**config.mk**
```make
export PLATFORM = sky130hd
export DESIGN_NAME = resp_arbiter_flat
export DESIGN_NICKNAME = d
export VERILOG_FILES = /design/src/rtl/resp_arbiter_if.sv /design/src/rtl/resp_arbiter.sv /design/src/flat_wrapper.sv
export SDC_FILE = /design/constraint.sdc
export NUM_CORES = 1
export LEC_CHECK = 0
export ABC_AREA = 1
export CAP_MARGIN = 20
export CELL_PAD_IN_SITES_DETAIL_PLACEMENT = 0
export CELL_PAD_IN_SITES_GLOBAL_PLACEMENT = 1
export CORE_MARGIN = 2
export CORE_UTILIZATION = 39
export CTS_BUF_LIST = sky130_fd_sc_hd__clkbuf_4 sky130_fd_sc_hd__clkbuf_8
export DETAILED_ROUTE_END_ITERATION = 8
export PLACE_DENSITY = 0.83
export SLEW_MARGIN = 0
export SYNTH_ARGS = -nofsm -noshare
export SYNTH_HDL_FRONTEND = slang
export SYNTH_SLANG_ARGS = --single-unit
export TNS_END_PERCENT = 1
```
**constraint.sdc**
```tcl
create_clock -name CLK -period 3.2 [get_ports CLK]
set_clock_uncertainty 0.05 [all_clocks]
set_input_delay 0.32 -clock CLK [delete_from_list [all_inputs] [get_ports CLK]]
set_output_delay 0.32 -clock CLK [all_outputs]
set_load 0.02 [all_outputs]
```
**src/rtl/resp_arbiter_if.sv**
```systemverilog
// Response arbiter bus: capture inputs, FIFO write side and status.
// master drives requests/backpressure, slave is the arbiter.
interface resp_arbiter_if #(
    parameter int DATA_WIDTH    = 8,
    parameter int ALU_OUT_WIDTH = 16
);
    logic [DATA_WIDTH-1:0]    Rd_data;
    logic                     Rd_data_valid;
    logic [ALU_OUT_WIDTH-1:0] ALU_OUT;
    logic                     ALU_OUT_valid;
    logic                     Full;
    logic                     Err_Clr;
    logic [DATA_WIDTH-1:0]    FIFO_IN;
    logic                     Wr_Req;
    logic                     Busy;
    logic                     Ovf_Err;

    modport master (
        output Rd_data, Rd_data_valid, ALU_OUT, ALU_OUT_valid,
        output Full, Err_Clr,
        input  FIFO_IN, Wr_Req, Busy, Ovf_Err
    );

    modport slave (
        input  Rd_data, Rd_data_valid, ALU_OUT, ALU_OUT_valid,
        input  Full, Err_Clr,
        output FIFO_IN, Wr_Req, Busy, Ovf_Err
    );
endinterface

```
**src/rtl/resp_arbiter.sv**
```systemverilog
// Round-robin response sequencer: holds one RD byte and one ALU result,
// serialises grants into single-cycle TX FIFO writes with a gap cycle.
module resp_arbiter #(
    parameter int DATA_WIDTH    = 8,
    parameter int ALU_OUT_WIDTH = 16
) (
    input logic           CLK,
    input logic           RST,
    resp_arbiter_if.slave bus
);
    typedef enum logic [2:0] {
        IDLE,
        SEND_RD,
        SEND_ALU_LO,
        SEND_ALU_HI,
        GAP
    } state_e;

    state_e                   state_q, state_d;
    logic [DATA_WIDTH-1:0]    rd_q, rd_d;
    logic                     rd_pend_q, rd_pend_d;
    logic [ALU_OUT_WIDTH-1:0] alu_q, alu_d;
    logic                     alu_pend_q, alu_pend_d;
    logic                     last_alu_q, last_alu_d;
    logic                     hi_next_q, hi_next_d;
    logic [DATA_WIDTH-1:0]    fifo_q, fifo_d;
    logic                     wr_q, wr_d;
    logic                     busy_q, busy_d;
    logic                     ovf_q, ovf_d;
    logic                     rd_clr, alu_clr;
    logic                     rd_ovf, alu_ovf;

    always_comb begin
        state_d    = state_q;
        last_alu_d = last_alu_q;
        hi_next_d  = hi_next_q;
        fifo_d     = fifo_q;
        wr_d       = 1'b0;
        rd_clr     = 1'b0;
        alu_clr    = 1'b0;
        unique case (state_q)
            IDLE: begin
                // Only ties move the round-robin pointer.
                if (rd_pend_q && alu_pend_q) begin
                    if (last_alu_q) begin
                        state_d    = SEND_RD;
                        last_alu_d = 1'b0;
                    end else begin
                        state_d    = SEND_ALU_LO;
                        last_alu_d = 1'b1;
                    end
                end else if (rd_pend_q) begin
                    state_d = SEND_RD;
                end else if (alu_pend_q) begin
                    state_d = SEND_ALU_LO;
                end
            end
            SEND_RD: begin
                if (!bus.Full) begin
                    wr_d      = 1'b1;
                    fifo_d    = rd_q;
                    rd_clr    = 1'b1;
                    hi_next_d = 1'b0;
                    state_d   = GAP;
                end
            end
            SEND_ALU_LO: begin
                if (!bus.Full) begin
                    wr_d      = 1'b1;
                    fifo_d    = alu_q[DATA_WIDTH-1:0];
                    hi_next_d = 1'b1;
                    state_d   = GAP;
                end
            end
            SEND_ALU_HI: begin
                if (!bus.Full) begin
                    wr_d      = 1'b1;
                    fifo_d    = alu_q[ALU_OUT_WIDTH-1:DATA_WIDTH];
                    alu_clr   = 1'b1;
                    hi_next_d = 1'b0;
                    state_d   = GAP;
                end
            end
            GAP: begin
                state_d   = hi_next_q ? SEND_ALU_HI : IDLE;
                hi_next_d = 1'b0;
            end
            default: state_d = IDLE;
        endcase
    end

    always_comb begin
        rd_d       = rd_q;
        rd_pend_d  = rd_pend_q && !rd_clr;
        rd_ovf     = 1'b0;
        alu_d      = alu_q;
        alu_pend_d = alu_pend_q && !alu_clr;
        alu_ovf    = 1'b0;
        // A holder drained on this edge can take new data.
        if (bus.Rd_data_valid) begin
            if (!rd_pend_d) begin
                rd_d      = bus.Rd_data;
                rd_pend_d = 1'b1;
            end else begin
                rd_ovf = 1'b1;
            end
        end
        if (bus.ALU_OUT_valid) begin
            if (!alu_pend_d) begin
                alu_d      = bus.ALU_OUT;
                alu_pend_d = 1'b1;
            end else begin
                alu_ovf = 1'b1;
            end
        end
        if (rd_ovf || alu_ovf) begin
            ovf_d = 1'b1;
        end else if (bus.Err_Clr) begin
            ovf_d = 1'b0;
        end else begin
            ovf_d = ovf_q;
        end
        busy_d = (state_d != IDLE) || rd_pend_d || alu_pend_d;
    end

    always_ff @(posedge CLK) begin
        if (RST) begin
            state_q    <= IDLE;
            rd_q       <= '0;
            rd_pend_q  <= 1'b0;
            alu_q      <= '0;
            alu_pend_q <= 1'b0;
            last_alu_q <= 1'b1;
            hi_next_q  <= 1'b0;
            fifo_q     <= '0;
            wr_q       <= 1'b0;
            busy_q     <= 1'b0;
            ovf_q      <= 1'b0;
        end else begin
            state_q    <= state_d;
            rd_q       <= rd_d;
            rd_pend_q  <= rd_pend_d;
            alu_q      <= alu_d;
            alu_pend_q <= alu_pend_d;
            last_alu_q <= last_alu_d;
            hi_next_q  <= hi_next_d;
            fifo_q     <= fifo_d;
            wr_q       <= wr_d;
            busy_q     <= busy_d;
            ovf_q      <= ovf_d;
        end
    end

    assign bus.FIFO_IN = fifo_q;
    assign bus.Wr_Req  = wr_q;
    assign bus.Busy    = busy_q;
    assign bus.Ovf_Err = ovf_q;
endmodule

```
**src/flat_wrapper.sv**
```systemverilog
// flat-port wrapper written by rule: the top's interface ports become plain ports
module resp_arbiter_flat 
#(
    parameter int DATA_WIDTH    = 8,
    parameter int ALU_OUT_WIDTH = 16
)
  (CLK, RST, bus_Rd_data, bus_Rd_data_valid, bus_ALU_OUT, bus_ALU_OUT_valid, bus_Full, bus_Err_Clr, bus_FIFO_IN, bus_Wr_Req, bus_Busy, bus_Ovf_Err);
  resp_arbiter_if #(.DATA_WIDTH(DATA_WIDTH), .ALU_OUT_WIDTH(ALU_OUT_WIDTH)) bus_i ();
  input logic CLK;
  input logic RST;
  input wire logic [$bits(bus_i.Rd_data)-1:0] bus_Rd_data;
  input wire logic [$bits(bus_i.Rd_data_valid)-1:0] bus_Rd_data_valid;
  input wire logic [$bits(bus_i.ALU_OUT)-1:0] bus_ALU_OUT;
  input wire logic [$bits(bus_i.ALU_OUT_valid)-1:0] bus_ALU_OUT_valid;
  input wire logic [$bits(bus_i.Full)-1:0] bus_Full;
  input wire logic [$bits(bus_i.Err_Clr)-1:0] bus_Err_Clr;
  output wire logic [$bits(bus_i.FIFO_IN)-1:0] bus_FIFO_IN;
  output wire logic [$bits(bus_i.Wr_Req)-1:0] bus_Wr_Req;
  output wire logic [$bits(bus_i.Busy)-1:0] bus_Busy;
  output wire logic [$bits(bus_i.Ovf_Err)-1:0] bus_Ovf_Err;
  assign bus_i.Rd_data = bus_Rd_data;
  assign bus_i.Rd_data_valid = bus_Rd_data_valid;
  assign bus_i.ALU_OUT = bus_ALU_OUT;
  assign bus_i.ALU_OUT_valid = bus_ALU_OUT_valid;
  assign bus_i.Full = bus_Full;
  assign bus_i.Err_Clr = bus_Err_Clr;
  assign bus_FIFO_IN = bus_i.FIFO_IN;
  assign bus_Wr_Req = bus_i.Wr_Req;
  assign bus_Busy = bus_i.Busy;
  assign bus_Ovf_Err = bus_i.Ovf_Err;
  resp_arbiter #(.DATA_WIDTH(DATA_WIDTH), .ALU_OUT_WIDTH(ALU_OUT_WIDTH)) u_core (.CLK(CLK), .RST(RST), .bus(bus_i));
endmodule
```
# Word level (Yosys, flattened, before mapping)
# Cells that the tools add are included.
# totals
register_bits	42
inputBits	30
out_inout_bits	11
elab_cells	69
# op_classes
n_eq_ne	8
muxes	26
n_bitwise	3
reduce_logical	21
# op_table
op	count
two-way mux 8 bit	3
one-hot mux 8 bit (3 select lines)	1
two-way mux 1 bit	14
two-way mux 3 bit	4
one-hot mux 3 bit (3 select lines)	1
nonzero test 3 bit	3
!= test 2 bit (second input constant)	4
== test 3 x 2 -> 1 bit (second input constant)	2
AND reduction 2 bit	3
two-way mux 2 bit	2
AND reduction 4 bit	1
OR reduction 2 bit	2
== test 3 x 1 -> 1 bit (second input constant)	1
== test 3 bit (second input constant)	1
logical AND 1 bit	3
logical NOT 3 bit	1
logical OR 1 bit	3
NOT 1 bit	3
one-hot mux 1 bit (3 select lines)	1
AND reduction 3 bit	1
OR reduction 3 bit	1
logical NOT 1 bit	2
nonzero test 2 bit	1

# Logic depth before layout (Yosys ltp)
# logic_depth
word_depth	8
depth_mapped	10
depth_no_buf	8

# Least setup slack after synthesis
# Ideal clock, no wire load.
# synth_path
path_kind	reg-to-reg
start	register u_core.state_q[1]
end	register u_core.alu_q[0]
setup_ps	113
arrival_ps	1146
required_ps	3037
path_slack_ps	1890
stages_incl_launch_ff	10
n_path_buf	2
period_less_slack_ps	1310
path_cell_list	dfxtp_1 > buf_4 > nand2_2 > nor2_4 > nand2_2 > nand2_4 > nand2_4 > buf_6 > o21ai_1 > nor2_1
# synth_between
elab_chain_len	6
# synth_lines
element	line	rtl
start, declared	resp_arbiter.sv:19	state_e state_q, state_d;
start signal, assigned	resp_arbiter.sv:140	state_q <= state_d;
== test 3 x 2 -> 1 bit	resp_arbiter.sv:41	unique case (state_q)
two-way mux 1 bit	resp_arbiter.sv:41	
logical NOT 1 bit	resp_arbiter.sv:97	alu_pend_d = alu_pend_q && !alu_clr;
logical AND 1 bit	resp_arbiter.sv:97	
NOT 1 bit (no line)	-	
AND reduction 2 bit (no line)	-	
end signal, assigned	resp_arbiter.sv:143	alu_q <= alu_d;
end, declared	resp_arbiter.sv:22	logic [ALU_OUT_WIDTH-1:0] alu_q, alu_d;
# No other way between the ends.
# A chain may end at the register's enable or synchronous reset.

==> impl_metrics.json <==
{
  "crit_start": "RST",
  "cts_hold_buffers": 0,
  "clockRootBuffer": "clkbuf_8",
  "cts_buffer_depth": 2,
  "die-area_mm2": 0.00495,
  "fp.dieW_um": 70.4,
  "final_common_cell": "dfxtp_1",
  "worstPathRequired_ns": 3.38,
  "arrival_ns": 2.08,
  "numClockSinks": 42,
  "nets": 291,
  "port_buffers": 40,
  "end_kind": "flip-flop",
  "syn_inst": 225,
  "drtIter0Drc": 60,
  "yosys.area.top_type": "dfxtp_1",
  "pwr-share-clk_pct": 30.0,
  "ir_worst_vdd_mv": 0.224,
  "worstReg2RegEnd": "u_core.bus.FIFO_IN[3]",
  "finalHoldViolations": 0,
  "finalSetupTns_ns": 0,
  "synth-seq-cells": 42,
  "start_util_pct": 40.0,
  "pin_count": 41,
  "finalCritPeriodShare_pct": 59.3,
  "worst-path-max-fanout": 27,
  "min_from": "u_core.rd_q[0]",
  "wire_per_inst_um": 12.2,
  "critPathLaunchType": "input port",
  "syn_to_final_growth_pct": 28.7,
  "synth_seq_area_share_pct": 48.9,
  "multi_input_area_um2": 756,
  "maxSlewHeadroom_pct": 48.3,
  "fillCellCount": 442,
  "antenna_found_initial": 0,
  "cts_resized": 0,
  "numCtsBuffers": 5,
  "drv_cap": 0,
  "p_comb_share_pct": 19.0,
  "status": "complete, no violations",
  "grt_overflow": 0,
  "min_period_ns": 1.90,
  "r2r-start": "u_core.state_q[1]",
  "intPower_mw": 0.843,
  "netSwitchingFraction_pct": 28.3,
  "antenna_left": 0,
  "slew_violations": 0,
  "fmax_mhz": 527,
  "dp.final_hpwl_mm": 2.74,
  "clk_pin_slew_ns": 0.08,
  "final_cell_mix": "dfxtp_1, nor2_1, clkdlybuf4s50_1, nand2_1, a21oi_1",
  "seq_area_um2": 841,
  "drt_wl_total_mm": 3.82,
  "place.gp.congestion": 0.870,
  "power_mw": 1.18,
  "seqPwrFrac_pct": 51.0,
  "drt-vias-per-instance": 4.88,
  "coreArea_mm2": 0.00429,
  "die_y_um": 70.4,
  "synth_cell_types": 26,
  "worst_pin_slew_ns": 0.770,
  "rsz0062_at_grt": "no",
  "drive_gt1_share_pct": 6.11,
  "p_per_area_mw_per_mm2": 532,
  "cts_tree": "yes",
  "diodes": 0,
  "fin_util_pct": 51.5,
  "avgSynthCellArea_um2": 7.64,
  "grt_usage_pct": 17.3,
  "drc": 0,
  "path_class": "input port to flip-flop",
  "route.vias.total": 1532,
  "rows": 24,
  "synth_nets": 255,
  "static-leakage-power_nw": 0.866,
  "setup-violations-final": 0,
  "r2r_cells": 4,
  "firstDrtPassIters": 4,
  "synth_top_area_share_pct": 48.9,
  "grt_max_degree": 28,
  "p_sw_mw": 0.333,
  "ys_warn_count": 0,
  "grt_pass1_wl_mm": 6.66,
  "post_cts_buffers": 0,
  "ys_top_cells_by_area": "dfxtp_1, nor2_1, a21oi_1",
  "clk_latency_ns": 0.29,
  "grt_pass1_vias": 1498,
  "r2r_slack_ns": 1.56,
  "hp-class": "flip-flop to flip-flop",
  "crit_end": "u_core.bus.FIFO_IN[3]",
  "syn_area_mm2": 0.00172,
  "cts_max_level": 2
}
flip-flops by register name (all words and copies together) (netlist names):
register,flops
u_core.bus.Busy,1
u_core.hi_next_q,1
u_core.last_alu_q,1
u_core.alu_q,16
u_core.bus.Wr_Req,1
u_core.bus.Ovf_Err,1
u_core.bus.FIFO_IN,8
u_core.rd_q,8
u_core.rd_pend_q,1
u_core.alu_pend_q,1
u_core.state_q,3
critical path, cell delays in order:
cell	delay [ns]
clkdlybuf4s50_1	0.74
inv_1	0.66
o21ai_0	0.19
a31oi_1	0.17
worst min path at each step:
stage	endpoint	slack (ns)	cells past startpoint
floorplan	u_core.last_alu_q	0.39	2
global placement	u_core.rd_q[1]	0.40	2
detailed placement	u_core.rd_q[0]	0.41	2
CTS	u_core.rd_q[0]	0.42	2
global route	u_core.rd_q[6]	0.44	2
finish	u_core.rd_q[0]	0.42	2
synthesized netlist by cell type:
master     n
buf_2      2
a31oi_1    3
nor2_2     1
nand3b_1   1
nand2_1   31
o211ai_1   1
nor3_1     1
buf_6      1
clkbuf_2   1
clkbuf_1   5
nand2_2    3
o21ai_0   17
a22oi_1    5
o21ai_1   10
buf_4      1
a21oi_1   26
dfxtp_1   42
nand3_1   14
nor2_1    41
clkinv_4   1
o22ai_1    1
nor2_4     1
nand2_4    2
buf_8      1
o311ai_0   1
inv_1     12
cells by family (layout without fill, tap and decap cells):
kind of cell,after synthesis,after routing,share of synthesized area [%]
and+or+nand+nor,95,95,24.0
AOI/OAI and AO/OA,64,64,20.0
DFF,42,42,48.9
buffers and inverters,24,61,7.06
through the flow:
| step | std cells | area (um^2) | setup WS (ns) | hold WS [ns] |
|---|---|---|---|---|
| finish | 314 | 2210 | 1.30 | 0.419 |
| global route | 314 | 2210 | 1.06 | 0.441 |
| global placement | 306 | 2120 | 1.03 | 0.403 |
| floorplan | 225 | 1720 | 1.89 | 0.385 |
| CTS | 314 | 2210 | 1.32 | 0.420 |
| detailed placement | 306 | 2120 | 1.00 | 0.405 |
cell type report:
type	instances	share of cell area (%)
multi-input cells	159	34.2
inverters	13	2.43
clock buffers	6	3.74
clock inverters	2	0.566
well taps	52	2.94
flip-flops and latches	42	38.0
repair buffers	40	18.1
power groups by stage:
stage / clock network (mW) / logic, mW / registers, mW
finish: 0.353 / 0.223 / 0.600
global route: 0.384 / 0.255 / 0.606
CTS: 0.365 / 0.226 / 0.600
detailed placement: 0 / 0.225 / 0.612
global placement: 0 / 0.223 / 0.612
floorplan: 0 / 0.125 / 0.620
per-layer routing:
| metal | global-route usage [%] | wire, um |
|---|---|---|
| met5 | 0 | 0 |
| met4 | 8.12 | 74 |
| met3 | 5.19 | 210 |
| met2 | 26.9 | 1650 |
| met1 | 21.7 | 1880 |
Note: power is estimated with default switching activity, not from simulation.
